File: src/rtl/uart_pkg.sv
// Shared UART definitions: frame state encodings, line levels and parity helper.
// The state encoding is shared with the uart_slave receiver.
package uart_pkg;

  typedef enum logic [2:0] {
    IDLE   = 3'd0,
    START  = 3'd1,
    DATA   = 3'd2,
    PARITY = 3'd3,
    STOP   = 3'd4
  } uart_state_e;

  localparam int   DATA_BITS  = 8;
  localparam logic START_BIT  = 1'b0;
  localparam logic STOP_BIT   = 1'b1;
  localparam logic IDLE_LEVEL = 1'b1;

  function automatic logic calc_parity(input logic [DATA_BITS-1:0] data, input logic odd);
    return (^data) ^ odd;
  endfunction

endpackage

File: src/rtl/uart_bit_timer.sv
// Bit-period timer: pulses bit_end on the last clk of every serial bit.
// Down-counter reloaded on restart or at terminal count; constant 0 when CLKS_PER_BIT=1.
module uart_bit_timer #(
  parameter int CLKS_PER_BIT = 1
) (
  input  logic clk,
  input  logic rst,
  input  logic restart,
  output logic bit_end
);

  localparam int            CW   = (CLKS_PER_BIT > 1) ? $clog2(CLKS_PER_BIT) : 1;
  localparam logic [CW-1:0] LAST = CW'(CLKS_PER_BIT - 1);

  logic [CW-1:0] cnt;

  assign bit_end = (cnt == '0);

  always_ff @(posedge clk or posedge rst) begin
    if (rst) begin
      cnt <= '0;
    end else if (restart || bit_end) begin
      cnt <= LAST;
    end else begin
      cnt <= cnt - CW'(1);
    end
  end

endmodule

File: src/rtl/uart_master.sv
// UART transmitter: start, 8 data bits LSB first, parity, stop; one-deep holding
// register so the next word can be queued while a frame is on the line.
//
// state  | meaning
// IDLE   | line high, waiting for a held word with en_tx
// START  | driving the start bit
// DATA   | driving shift[0], eight bits
// PARITY | driving the latched parity bit
// STOP   | driving the stop bit; may chain straight into START
module uart_master
  import uart_pkg::*;
#(
  parameter int CLKS_PER_BIT = 1,
  parameter bit PARITY_ODD   = 1'b0
) (
  input  logic                 clk,
  input  logic                 rst,
  input  logic                 en_tx,
  input  logic [DATA_BITS-1:0] din,
  input  logic                 tx_valid,
  output logic                 tx_ready,
  output logic                 u_tx,
  output logic                 u_tx_busy,
  output logic                 u_tx_done
);

  uart_state_e          state, state_n;
  logic [DATA_BITS-1:0] hold_q, hold_n, shift_q, shift_n;
  logic                 hold_full, hold_full_n;
  logic [2:0]           bit_idx, bit_idx_n;
  logic                 parity_q, parity_n;
  logic                 u_tx_n, done_n;
  logic                 launch, accept, bit_end;

  assign tx_ready  = en_tx & ~hold_full;
  assign accept    = tx_valid & tx_ready;
  assign u_tx_busy = (state != IDLE);

  uart_bit_timer #(.CLKS_PER_BIT(CLKS_PER_BIT)) u_timer (
    .clk     (clk),
    .rst     (rst),
    .restart (launch),
    .bit_end (bit_end)
  );

  always_comb begin
    state_n   = state;
    shift_n   = shift_q;
    bit_idx_n = bit_idx;
    parity_n  = parity_q;
    launch    = 1'b0;
    done_n    = 1'b0;
    case (state)
      IDLE:   if (hold_full && en_tx) launch = 1'b1;
      START:  if (bit_end) state_n = DATA;
      DATA: begin
        if (bit_end) begin
          shift_n   = shift_q >> 1;
          bit_idx_n = bit_idx + 3'd1;
          if (bit_idx == 3'd7) state_n = PARITY;
        end
      end
      PARITY: if (bit_end) state_n = STOP;
      STOP: begin
        if (bit_end) begin
          done_n = 1'b1;
          if (hold_full && en_tx) launch = 1'b1;
          else                    state_n = IDLE;
        end
      end
      default: state_n = IDLE;
    endcase

    if (launch) begin
      state_n   = START;
      shift_n   = hold_q;
      bit_idx_n = 3'd0;
      parity_n  = calc_parity(hold_q, PARITY_ODD);
    end

    hold_n      = accept ? din : hold_q;
    hold_full_n = launch ? 1'b0 : (accept ? 1'b1 : hold_full);

    // u_tx is registered from the next state so the line and state change together
    case (state_n)
      START:   u_tx_n = START_BIT;
      DATA:    u_tx_n = shift_n[0];
      PARITY:  u_tx_n = parity_n;
      STOP:    u_tx_n = STOP_BIT;
      default: u_tx_n = IDLE_LEVEL;
    endcase
  end

  always_ff @(posedge clk or posedge rst) begin
    if (rst) begin
      state     <= IDLE;
      hold_q    <= '0;
      hold_full <= 1'b0;
      shift_q   <= '0;
      bit_idx   <= 3'd0;
      parity_q  <= 1'b0;
      u_tx      <= IDLE_LEVEL;
      u_tx_done <= 1'b0;
    end else begin
      state     <= state_n;
      hold_q    <= hold_n;
      hold_full <= hold_full_n;
      shift_q   <= shift_n;
      bit_idx   <= bit_idx_n;
      parity_q  <= parity_n;
      u_tx      <= u_tx_n;
      u_tx_done <= done_n;
    end
  end

endmodule

File: config.mk
export PLATFORM = sky130hd
export DESIGN_NAME = uart_master
export DESIGN_NICKNAME = d
export VERILOG_FILES = /design/src/rtl/uart_pkg.sv /design/src/rtl/uart_bit_timer.sv /design/src/rtl/uart_master.sv
export SDC_FILE = /design/constraint.sdc
export NUM_CORES = 1
export LEC_CHECK = 0
export BUFFER_PORTS_ARGS = -buffer_cell sky130_fd_sc_hd__buf_2
export CAP_MARGIN = 5
export CELL_PAD_IN_SITES_DETAIL_PLACEMENT = 1
export CELL_PAD_IN_SITES_GLOBAL_PLACEMENT = 1
export CORE_ASPECT_RATIO = 0.75
export CORE_MARGIN = 2
export CORE_UTILIZATION = 30
export DETAILED_ROUTE_END_ITERATION = 8
export PLACE_DENSITY_LB_ADDON = 0.1
export SYNTH_ARGS = -nofsm -noshare
export SYNTH_HDL_FRONTEND = slang
export SYNTH_SLANG_ARGS = --single-unit
File: constraint.sdc
create_clock -name clk -period 3.3 [get_ports clk]
set_clock_uncertainty 0.1 [all_clocks]
set_input_delay 0.495 -clock clk [delete_from_list [all_inputs] [get_ports clk]]
set_output_delay 0.495 -clock clk [all_outputs]
set_load 0.02 [all_outputs]
* Yosys cells after proc, flatten, opt, wreduce, memory -nomap -nowiden
Index checks and enable logic that the tools add are counted.
** Operators by class
- $add $sub $neg :: 2
- Bitwise logic cells :: 4
- Eq/ne operators :: 9
- Multiplexer cells :: 24
- Multiply operators :: 0
- Magnitude comparators :: 0
- Div/mod/pow operators :: 0
- Reductions and logical operators :: 8
- Shift operators :: 0
** Operators with widths (count)
- 2-to-1 mux 3 bit :: 10
- 2-to-1 mux 8 bit :: 3
- case mux 3 bit (5 select lines) :: 1
- equality test 3 x 2 -> 1 bit, second input constant :: 4
- 2-to-1 mux 1 bit :: 8
- parity 8 bit :: 1
- equality test 3 x 1 -> 1 bit, second input constant :: 2
- equality test 3 bit, second input constant :: 2
- nonzero test 2 bit :: 2
- adder 3 x 1 -> 3 bit, second input constant :: 1
- zero test 3 bit :: 1
- case mux 1 bit (3 select lines) :: 1
- nonzero test 3 bit :: 1
- bitwise AND 1 bit :: 2
- != test 2 x 1 -> 1 bit, second input constant :: 1
- inverter 1 bit :: 2
- case mux 1 bit (2 select lines) :: 1
- AND reduction 2 bit :: 1
- logical AND 1 bit :: 1
- logical OR 1 bit :: 1
- subtractor 1 bit, second input constant :: 1
** Word-level totals
- Bits in writable memories :: 0
- Output and inout bits :: 4
- Memories :: 0
- Register bits :: 27
- Input port bits :: 12
- Word-level logic and storage cells :: 57
- Bits in read-only memories :: 0
- Latch bits :: 0

* Depth between registers and ports, before layout
- Depth after elaboration :: 7
- Gate-level depth with buffers :: 6
- Depth with buffers taken out :: 6

* Modules after synthesis
Synthesis repeated with hierarchy kept, for this count alone.
** Second synthesis, totals
- Cell total of the unflattened synthesis :: 110
- Area, all modules :: 1290.0 um^2
** Modules (own cells, without submodules)
- uart_master :: times used 1, cells each 106, area an instance 1253.7 um^2, sequential area each 651.9 um^2
- uart_bit_timer :: times used 1, cells each 4, area an instance 36.3 um^2, sequential area each 25.0 um^2

* Worst setup path before layout
No wires, ideal clock.
- Path type :: input to register
- Start point :: input en_tx
- End point :: register hold_q[0]
- Setup time :: 128 ps
- Arrival time :: 1423 ps
- Buffers on the path :: 0
- Path slack :: 1650 ps
- Cell stages on the path :: 3
- Data required time :: 3072 ps
- Path through :: nor2b_1 > nand2_2 > mux2_1
** Between the ends
- Word-level cells in the longest chain between the ends :: 2
** RTL lines
- start, declared :: line uart_master.sv:18 : input logic en_tx,
- bitwise AND 1 bit :: line uart_master.sv:35 : assign tx_ready = en_tx & ~hold_full;
- bitwise AND 1 bit :: line uart_master.sv:36 : assign accept = tx_valid & tx_ready;
- end signal, assigned :: line uart_master.sv:106 : hold_q <= hold_n;
- end, declared :: line uart_master.sv:28 : logic [DATA_BITS-1:0] hold_q, hold_n, shift_q, shift_n;
Every way passes these cells.
A chain may end at the register's enable or synchronous reset.

* Final worst setup path
- Start point :: register state[1]
- End point :: register bit_idx[0]
** Between the ends
- Word-level cells in the longest chain between the ends :: 4
** RTL lines
- start, declared :: line uart_master.sv:27 : uart_state_e state, state_n;
- start signal, assigned :: line uart_master.sv:105 : state <= state_n;
- equality test 3 bit or zero test 3 bit (tied branches) :: line uart_master.sv:53 : case (state)
- case mux 1 bit (2 select lines) :: line uart_master.sv:53
- != test 2 x 1 -> 1 bit (no line) or nonzero test 2 bit (tied branches)
- AND reduction 2 bit (no line)
- end signal, assigned :: line uart_master.sv:109 : bit_idx <= bit_idx_n;
- end, declared :: line uart_master.sv:30 : logic [2:0] bit_idx, bit_idx_n;
Several ways; a longest one is shown, not always the timed one.

==> flow_summary.ini <==
[status]
outcome = finished, final reports clean

[timing]
tightest_slew_ns = 1.05
rsz0062_at_grt = no
setup_viol = 0
final.setup.tns_ns = 0
timing.fmax_mhz = 493
period_share = 0.614
final_hold_viol_count = 0
drv_slew = 0
post-route-min-period_ns = 2.03
relSlewSlack = 0.297
layout_setup_ws_ns = 1.27

[pwr]
ir_worst_vdd_mv = 0.324
p_clk_frac = 0.142
p_leak_uw = 0.000633
p_int_uw = 828
fin_total_pwr_uw = 1320
p_per_area_nw_per_um2 = 952
comb_power_share = 0.393
p_sw_uw = 495
swShare = 0.374
pwr-share-seq = 0.465

[cts]
postCtsSetupRepairBufs = 0
cts_buffers = 3
cts_root_buf = clkbuf_8
cts_resized = 0
clock-sinks = 27
clk-insertion-delay-late_ns = 0.27
h-tree-depth = 1
cts_tree = yes
cts_buffer_depth = 2
hold_buffers = 0
clk_pin_slew_worst_paths_ns = 0.09

[global_routing]
grt_pass1_wl_mm = 4.26
grt_max_degree = 28
antenna_found_initial = 0
first_global_vias = 821
track_usage = 0.121
grt.overflow.total = 0

[synthesis]
synth_top_area_cell = dfrtp_1
netlist_area_sq_um = 1240
synth-seq-cells = 27
synth_nets = 119
syn_area_per_cell_sq_um = 11.8
synthCells = 105
ys_types = 34
yosysWarnings = 0
yosys.area.top_type_share = 0.526
synth_top_cells_by_area = dfrtp_1, mux2_1, xnor2_1
ys_seq_area_frac = 0.547

[detailed_routing]
drt_wl_total_mm = 2.46
antenna_left = 0
wl_per_cell_microns = 14.1
drc = 0
drt-vias-per-instance = 4.63
dr.pass1.iters = 4
drtIter0Drc = 55
vias = 805

[layout]
area_growth_pct = 12.2
fin_nets = 134
final_common_cell = dfrtp_1
final_cell_mix = dfrtp_1, nand2_1, buf_2
n_antenna_cell = 0
drive_gt1_frac = 0.202

[floorplan]
core_area_sq_um = 4000
die_w_microns = 78.2
dieHeight_microns = 59.6
die_area_sq_um = 4660
start_util = 0.309
rows = 20
io_pins = 16

[critical_path]
worst-setup-path-type = reg2reg
crit_required_ns = 3.41
crit_fanout = 11
critPathArrivalTime_ns = 2.14
start_kind = flip-flop
setup.worst_path.end_class = flip-flop

[worst_hold_path]
hold_class = in2reg

[flow_run]
max_cap_violations = 0

[place]
io_buffers = 15
dp_hpwl_mm = 1.75
pre_cts_slack_ns = 1.23
globalplace.congestion = 0.793
-- area by class of cell --
class / count / area (sq um)
Clock buffer: 4 / 45.0
Fill cell: 472 / 2620
Inverter: 1 / 3.75
Multi-Input combinational cell: 71 / 512
Sequential cell: 27 / 677
Tap cell: 55 / 68.8
Timing Repair Buffer: 16 / 82.6
-- state kept, by name (all words and copies together) (netlist names) --
signal	count
shift_q	8
u_tx	1
state	3
u_tx_done	1
parity_q	1
bit_idx	3
hold_q	8
u_timer.cnt	1
hold_full	1
-- power groups by stage --
stage,Sequential [uW],Combinational [uW],Clock [uW]
global placement,621,520,0
detailed placement,623,536,0
CTS,617,537,200
floorplan,573,461,0
global route,638,593,212
finish,615,520,188
-- stage by stage --
stage | utilization | hold WS [ns] | cell area [sq um] | cells
floorplan | - | 0.347 | 1240 | 105
global placement | 0.336 | 0.362 | 1340 | 170
detailed placement | 0.336 | 0.372 | 1340 | 170
CTS | 0.347 | 0.320 | 1390 | 174
global route | 0.347 | 0.324 | 1390 | 174
finish | 0.347 | 0.324 | 1390 | 174
-- critical path, cell delays in order (launching register included) --
cell,delay (ns)
dfrtp_1,0.49
nor4b_2,0.20
buf_4,0.19
a41oi_1,0.69
mux2_2,0.30
-- synth_stat cells (all sizes together) --
cell type   n
a21o        1
a21oi       3
a22o        3
a22oi       8
a31oi       1
a41oi       1
and4        1
buf         6
conb        1
dfrtp      26
dfstp       1
ha          2
inv         1
mux2        9
nand2      16
nand2b      1
nor2        4
nor2b       2
nor3        1
nor3b       1
nor4b       2
o21ai       1
o21bai      1
o311ai      1
o31ai       1
or3         1
or3b        1
xnor2       7
xor2        1
-- per-layer routing --
layer  vias up  share of wire  track usage
met5         -              0            0
met4         0         0.0073       0.0301
met3         2          0.037       0.0381
met2        12           0.44        0.172
met1       395           0.52        0.178
li1        396              -            -
-- logic make-up (layout without fill, tap and decap cells) --
family / after synthesis / in the layout / synth area share
AOI/OAI and AO/OA: 21 / 21 / 0.123
xor gates and xnor gates: 8 / 8 / 0.0566
adders and majority gates: 2 / 2 / 0.0202
buffers and inverters: 7 / 21 / 0.0394
DFF: 27 / 27 / 0.547
muxes: 9 / 9 / 0.0819
other: 1 / 1 / 0.00303
and+or+nand+nor: 30 / 30 / 0.128
-- path summary, 6_finish.rpt --
path / startpoint / end / slack [ns] / cells after the start
worst max-delay path: state[1] / bit_idx[0] / 1.27 / 4
min in group asynchronous: rst / shift_q[3] / 0.37 / 2
worst min-delay path: din[3] / hold_q[3] / 0.32 / 2
worst max register to register: state[1] / bit_idx[0] / 1.27 / 4
worst min register to register: shift_q[5] / shift_q[5] / 0.39 / 2
max in group asynchronous: rst / bit_idx[2] / 2.10 / 2
(Power assumes the default switching activity.)
